===== src/rtl/cart_mapper.sv =====
// Cartridge bank mapper: decodes 6502 cartridge reads, tracks the bank
// register through F8/F6/F4 hotspots and fetches each byte from the SD
// pager with an IDLE -> ISSUE -> WAIT handshake.
module cart_mapper #(
    parameter int SLOT_BITS = 8
) (
    input  logic                 clk,
    input  logic                 reset,
    input  logic [12:0]          cpu_address,
    input  logic                 cpu_strobe,
    output logic [7:0]           cpu_data,
    output logic                 cpu_ready,
    input  logic [1:0]           scheme,
    input  logic [SLOT_BITS-1:0] slot,
    output logic [2:0]           bank,
    output logic                 overrun,
    output logic [23:0]          sd_address,
    output logic                 sd_enable,
    input  logic [7:0]           sd_data,
    input  logic                 sd_busy
);

    typedef enum logic [1:0] {
        IDLE  = 2'd0,
        ISSUE = 2'd1,
        WAIT  = 2'd2
    } state_t;

    localparam logic [1:0] SCHEME_4K  = 2'd0;
    localparam logic [1:0] SCHEME_F8  = 2'd1;
    localparam logic [1:0] SCHEME_F6  = 2'd2;
    localparam logic [1:0] SCHEME_F4  = 2'd3;

    state_t      state_reg;
    logic [2:0]  bank_reg;
    logic [7:0]  cpu_data_reg;
    logic        cpu_ready_reg;
    logic        overrun_reg;
    logic [23:0] sd_address_reg;
    logic        sd_enable_reg;

    logic        cart_sel;
    logic        cart_strobe;
    logic [7:0]  hit_f4;
    logic [3:0]  hit_f6;
    logic [1:0]  hit_f8;
    logic        hot_hit;
    logic [2:0]  hot_bank;
    logic [2:0]  bank_next;
    logic [2:0]  bank_eff;
    logic [23:0] fetch_address;

    // A12 high is the cartridge window; anything below belongs to the console.
    assign cart_sel    = cpu_address[12];
    assign cart_strobe = cpu_strobe && cart_sel;

    // One comparator per hotspot location: hotspot gi of each scheme selects bank gi.
    generate
        for (genvar gi = 0; gi < 8; gi++) begin : g_hotspot
            assign hit_f4[gi] = (cpu_address[11:0] == (12'hFF4 + 12'(gi)));
            if (gi < 4) begin : g_f6
                assign hit_f6[gi] = (cpu_address[11:0] == (12'hFF6 + 12'(gi)));
            end
            if (gi < 2) begin : g_f8
                assign hit_f8[gi] = (cpu_address[11:0] == (12'hFF8 + 12'(gi)));
            end
        end
    endgenerate

    // Encode which hotspot (if any) the current address hits under the active scheme.
    always_comb begin
        hot_hit  = 1'b0;
        hot_bank = 3'd0;
        for (int i = 0; i < 8; i++) begin
            if (scheme == SCHEME_F4 && hit_f4[i]) begin
                hot_hit  = 1'b1;
                hot_bank = 3'(i);
            end
            if (i < 4) begin
                if (scheme == SCHEME_F6 && hit_f6[i]) begin
                    hot_hit  = 1'b1;
                    hot_bank = 3'(i);
                end
            end
            if (i < 2) begin
                if (scheme == SCHEME_F8 && hit_f8[i]) begin
                    hot_hit  = 1'b1;
                    hot_bank = 3'(i);
                end
            end
        end
    end

    // Bank as it will be after this access, masked to the width the scheme uses.
    // Masking happens on use so a scheme change never rewrites the register.
    always_comb begin
        bank_next = (cart_sel && hot_hit) ? hot_bank : bank_reg;
        bank_eff  = 3'd0;
        case (scheme)
            SCHEME_4K: bank_eff = 3'd0;
            SCHEME_F8: bank_eff = {2'b00, bank_next[0]};
            SCHEME_F6: bank_eff = {1'b0, bank_next[1:0]};
            SCHEME_F4: bank_eff = bank_next;
            default:   bank_eff = 3'd0;
        endcase
        fetch_address = {1'b0, slot, bank_eff, cpu_address[11:0]};
    end

    // Fetch sequencer; all outputs are registered here.
    always_ff @(posedge clk) begin
        if (reset) begin
            state_reg      <= IDLE;
            bank_reg       <= 3'd0;
            cpu_data_reg   <= 8'h00;
            cpu_ready_reg  <= 1'b0;
            overrun_reg    <= 1'b0;
            sd_address_reg <= 24'd0;
            sd_enable_reg  <= 1'b0;
        end else begin
            cpu_ready_reg <= 1'b0;
            overrun_reg   <= 1'b0;
            case (state_reg)
                IDLE: begin
                    if (cart_strobe) begin
                        bank_reg       <= bank_next;
                        sd_address_reg <= fetch_address;
                        sd_enable_reg  <= 1'b1;
                        state_reg      <= ISSUE;
                    end
                end
                ISSUE: begin
                    // Give the pager one cycle to register the request before busy is valid.
                    if (cart_strobe) begin
                        overrun_reg <= 1'b1;
                    end
                    state_reg <= WAIT;
                end
                WAIT: begin
                    if (cart_strobe) begin
                        overrun_reg <= 1'b1;
                    end
                    if (!sd_busy) begin
                        cpu_data_reg  <= sd_data;
                        cpu_ready_reg <= 1'b1;
                        sd_enable_reg <= 1'b0;
                        state_reg     <= IDLE;
                    end
                end
                default: begin
                    state_reg     <= IDLE;
                    sd_enable_reg <= 1'b0;
                end
            endcase
        end
    end

    assign cpu_data   = cpu_data_reg;
    assign cpu_ready  = cpu_ready_reg;
    assign bank       = bank_reg;
    assign overrun    = overrun_reg;
    assign sd_address = sd_address_reg;
    assign sd_enable  = sd_enable_reg;

endmodule

===== config.mk =====
export PLATFORM = sky130hd
export DESIGN_NAME = cart_mapper
export DESIGN_NICKNAME = d
export VERILOG_FILES = /design/src/rtl/cart_mapper.sv
export SDC_FILE = /design/constraint.sdc
export NUM_CORES = 1
export LEC_CHECK = 0
export CAP_MARGIN = 20
export CORE_MARGIN = 2
export CORE_UTILIZATION = 40
export CTS_CLUSTER_SIZE = 8
export DETAILED_ROUTE_END_ITERATION = 16
export PLACE_DENSITY = 0.78
export SLEW_MARGIN = 30
export SYNTH_ARGS = -nofsm -noshare
export SYNTH_HDL_FRONTEND = slang
export SYNTH_SLANG_ARGS = --single-unit

===== constraint.sdc =====
create_clock -name clk -period 1.6 [get_ports clk]
set_input_delay 0.32 -clock clk [delete_from_list [all_inputs] [get_ports clk]]
set_output_delay 0.32 -clock clk [all_outputs]
set_load 0.1 [all_outputs]

* Word level (Yosys, flattened, before mapping) *
Cells that the tools add are included.

word-level totals
  bits in registers = 39
  bits in latches = 0
  memory bits (writable) = 0
  memory bits (read-only) = 0
  input port bits = 35
  output and inout bits = 38
  logic and storage cells = 86
  memories kept = 0

operators by class
  $add $sub $neg = 0
  $mul = 0
  div/mod/pow operators = 0
  order comparisons = 0
  eq/ne operators = 15
  shifts and indexed selects = 0
  muxes and demuxes = 35
  bitwise gates (word level) = 4
  reduce and logical (&&, ||, !) cells = 25

operator list
  operator              count
  $eq 12x12->1 const B  8
  $mux 3                11
  $mux 1                19
  $logic_and 1x1->1     16
  $pmux 3 s4            1
  $eq 2x2->1 const B    3
  $pmux 2 s3            1
  $reduce_and 2->1      3
  $reduce_or 2->1       3
  $eq 2x1->1 const B    2
  $logic_not 2->1       2
  $mux 2                2
  $ne 2x2->1 const B    2
  $not 1->1             4
  $pmux 1 s3            1
  $reduce_and 3->1      1

* Longest topological paths before layout *
  word-level depth = 19
  depth in mapped cells = 7
  depth with buffers taken out = 7

* Worst setup path before layout *
No wires, ideal clock.

  kind = reg-to-reg
  from = reg bank_reg[1], in the netlist bank[1]
  to = reg sd_address_reg[13], in the netlist sd_address[13]
  library setup time = 0.070 ns
  arrival = 1.419 ns
  data required time = 1.530 ns
  path slack = 0.112 ns
  cell stages (with the launch flop) = 4
  buffers on the path = 0
  period minus slack after synthesis = 1.488 ns
  cells stage by stage = dfxtp_1 mux2_4 a21oi_2 o21ai_1

between the ends
  cells in the longest elaborated chain, start to end = 2

ends and longest elaborated chain
  element                 RTL line  text
  from (decl)             35        logic [2:0] bank_reg;
  from (signal assigned)  125       bank_reg <= bank_next;
  $mux 3                  97        bank_next = (cart_sel && hot_hit) ? hot_bank : bank_reg;
  $pmux 3 s4              99        case (scheme)
  to (signal assigned)    126       sd_address_reg <= fetch_address;
  to (decl)               39        logic [23:0] sd_address_reg;

No other way between the ends.
A chain may end at the register's enable or synchronous reset.

* Worst setup path after layout *
  from = in cpu_address[12]
  to = reg sd_address_reg[13], in the netlist sd_address[13]

between the ends
  cells in the longest elaborated chain, start to end = 3
  elaborated cells between the ends (all ways) = 5
  those cells by class = mux (2); reduce/logical (3)

ends and longest elaborated chain
  element            RTL line  text
  from (decl)        9         input logic [12:0] cpu_address,
  $logic_and 1x1->1  97
  $mux 3             97
  $pmux 3 s4         99

Several ways; a longest one is shown, not always the timed one.

==> results.py <==
metrics = {
    "logic_synthesis": {
        "synth_area_sq_mm": 0.00163,
        "synth_edf_count": 0,
        "yosys.area.top_type": "dfxtp_1",
        "ys_warn_count": 0,
        "yosys.area_share.simple_pct": 27.7,
        "synthFlopType": "dfxtp_1",
        "synth_fp_nets": 246,
        "ys_types": 38,
        "netlist.area_leader.share_pct": 47.9,
        "synth_xor_xnor_area_share_pct": 0.538,
        "synth_cells": 208,
        "ys_seq_area_share_pct": 47.9,
        "synth-adder-area-share_pct": 2.30,
        "synthMuxAreaShare_pct": 0.922,
        "avgSynthCellArea_sq_um": 7.83,
        "synthArstFlopShare_pct": 0,
        "synth_top_family_by_area": "simple AND/OR/NAND/NOR gates",
        "yosysMostFrequentCell": "nand2_1",
        "ys_top_cells_by_area": "dfxtp_1, nand2_1, a21oi_1",
        "synth_seq_cells": 39,
        "synth_compound_area_share_pct": 15.9,
        "synthTopCellsByCount": "nand2_1, dfxtp_1, a21oi_1",
    },
    "floorplanning": {
        "die_area_sq_mm": 0.00460,
        "rows": 23,
        "die_w_um": 67.8,
        "fp.coreArea_sq_mm": 0.00397,
        "ioPinCount": 73,
        "start_util_pct": 41.0,
        "die_y_um": 67.8,
    },
    "clock_network": {
        "cts_inserted_buffers": 5,
        "path_clk_slew_ps": 70,
        "cts_setup_buffers": 0,
        "clk_latency_ps": 280,
        "cts_tree": "yes",
        "htree_levels": 2,
        "cts_sinks": 39,
        "cts_root_buf": "clkbuf_8",
        "clockBufferDepth": 2,
    },
    "placed_design": {
        "hpwl_mm": 3.48,
        "numPortBuffers": 71,
        "place_congestion": 0.840,
        "post-place-ws_ps": -376,
    },
    "route": {
        "drt_iter0_markers": 100,
        "wl_per_cell_um": 13.2,
        "drt_wl_total_mm": 4.56,
        "vias": 1708,
        "drtAntennaViolNets": 0,
        "first_pass_iters": 4,
        "viasPerCell": 4.95,
        "drc": 0,
    },
    "layout": {
        "largest_reg_flops": 23,
        "n_fill_cell": 270,
        "insertedDiodeCount": 0,
        "nets": 333,
        "post_route_cells_drive_above_1_share_pct": 24.7,
        "synthToLayoutAreaGrowth_pct": 84.1,
    },
    "pwr": {
        "ir_worst_vdd_mv": 0.525,
        "p_clk_share_pct": 31.5,
        "combPwrFrac_pct": 26.4,
        "switching_share_pct": 30.0,
        "p_leak_uw": 0.00117,
        "intPower_uw": 1730,
        "netSwitchingPower_uw": 742,
        "cellPowerDensity_mw_per_mm2": 824,
        "seqPwrFrac_pct": 42.0,
    },
    "global_route": {
        "track_usage_pct": 20.2,
        "grt_pass1_wl_mm": 7.00,
        "antenna_found_initial": 0,
        "grt_pass1_vias": 1622,
        "grt-ovfl-total": 0,
        "grt_max_degree": 32,
    },
    "setup_path": {
        "startpoint_type": "input port",
        "r2r-start": "state_reg[0]$_SDFFE_PP0P_",
        "critPathSlowestCell": "clkdlybuf4s50_1",
        "path_class": "in2reg",
        "required_ps": 1780,
        "reg2reg_depth": 7,
        "crit_path_max_fanout": 4,
        "crit_chain": "clkdlybuf4s50_1, inv_1, or3_4, mux2_4, a21oi_2, o21ai_1",
        "end_kind": "flop",
        "slowest_delay_ps": 500,
        "critPathLaunch": "cpu_address[12]",
        "arrival_ps": 1760,
    },
    "flow_run": {
        "cap_violations": 0,
    },
    "sta": {
        "fin_setup_tns_ps": 0,
        "max_freq_mhz": 632,
        "grt_setup_unrepaired": "yes",
        "period_share_pct": 98.9,
        "setup_viol": 0,
        "min_period_ps": 1580,
        "setup_ws_ps": 17.0,
        "slew_viol_final": 0,
        "skew_ps": 2.02,
        "hold_viol_final": 0,
    },
    "worst_hold_path": {
        "min_path_type": "in2reg",
        "hold_depth": 3,
        "worstHoldStart": "cpu_address[5]",
    },
    "outcome": {
        "outcome": "complete, no violations",
    },
}
critical path: cells and delay by family:
kind                   cells  cell delay [ps]
AOI/OAI and AO/OA          2              160
buffers and inverters      2              570
muxes                      1              310
and+or+nand+nor            1              400
cell usage in the layout, fill, tap and decap left out, drive strengths merged, types with 2 or more instances in the layout:
cell	Yosys	final
a21oi	35	35
and3	2	2
buf	5	58
clkbuf	7	6
clkdlybuf4s50	0	26
dfxtp	39	39
dlygate4sd2	0	8
ha	3	3
inv	6	6
nand2	65	65
nand2b	3	3
nand4	3	3
nand4b	2	2
nor2	12	12
nor2b	2	2
nor3	4	4
o21ai	3	3
or3	3	3
power by group through the flow:
| stage | registers (uW) | logic (uW) | clock network (uW) |
|---|---|---|---|
| 5_1_grt | 1040 | 687 | 837 |
| 3_5_place_dp | 1060 | 657 | 0 |
| 3_3_place_gp | 1060 | 647 | 0 |
| 2_1_floorplan | 1270 | 138 | 0 |
| 4_1_cts | 1040 | 652 | 790 |
| 6_report | 1040 | 654 | 779 |
metrics by stage:
| step | area [sq um] | hold slack, ps | instances | util (%) | power, uW |
|---|---|---|---|---|---|
| floorplan | 1630 | 456 | 208 | - | 1410 |
| global placement | 2890 | 470 | 338 | 72.8 | 1710 |
| detailed placement | 2890 | 483 | 338 | 72.8 | 1720 |
| CTS | 2990 | 425 | 345 | 75.2 | 2480 |
| global route | 3000 | 440 | 345 | 75.5 | 2570 |
| finish | 3000 | 427 | 345 | 75.5 | 2470 |
cell type report:
| cell class | count | area [sq um] | area share (%) |
|---|---|---|---|
| repair buffers | 92 | 1240 | 41.5 |
| flip-flops and latches | 39 | 781 | 26.0 |
| well taps | 50 | 62.6 | 2.09 |
| clock buffers | 6 | 72.6 | 2.42 |
| inverters | 6 | 22.5 | 0.751 |
| clock inverters | 1 | 30.0 | 1.00 |
| multi-input cells | 151 | 786 | 26.2 |
metal layers:
layer / wire (um) / GRT usage [%] / up-vias
met5: 0 / 0 / -
met4: 18 / 4.50 / 0
met3: 338 / 7.24 / 2
met2: 2300 / 35.5 / 56
met1: 1900 / 23.4 / 783
li1: - / - / 867
worst paths after layout:
kind,end,slack [ps]
worst max-delay path,sd_address[13]$_SDFFE_PP0P_,20
worst min register to register,sd_address[13]$_SDFFE_PP0P_,490
worst max register to register,sd_address[14]$_SDFFE_PP0P_,80
worst min-delay path,sd_address[5]$_SDFFE_PP0P_,430
kinds of logic after synthesis:
logic type,count (synthesis)
other cells,1
buf+inv,18
fa+ha+maj,3
xor+xnor,1
compound gates,44
simple gates,101
flops,39
mux,1
what timing repair did:
item                       CTS  global route
hold buffers                 0             0
cloned                       0             0
setup endpoints to repair    2             7
pin swaps                    3             0
hold endpoints to repair     0             0
gates resized for setup      8             3
No activity file was read; power rests on OpenSTA's default activity.
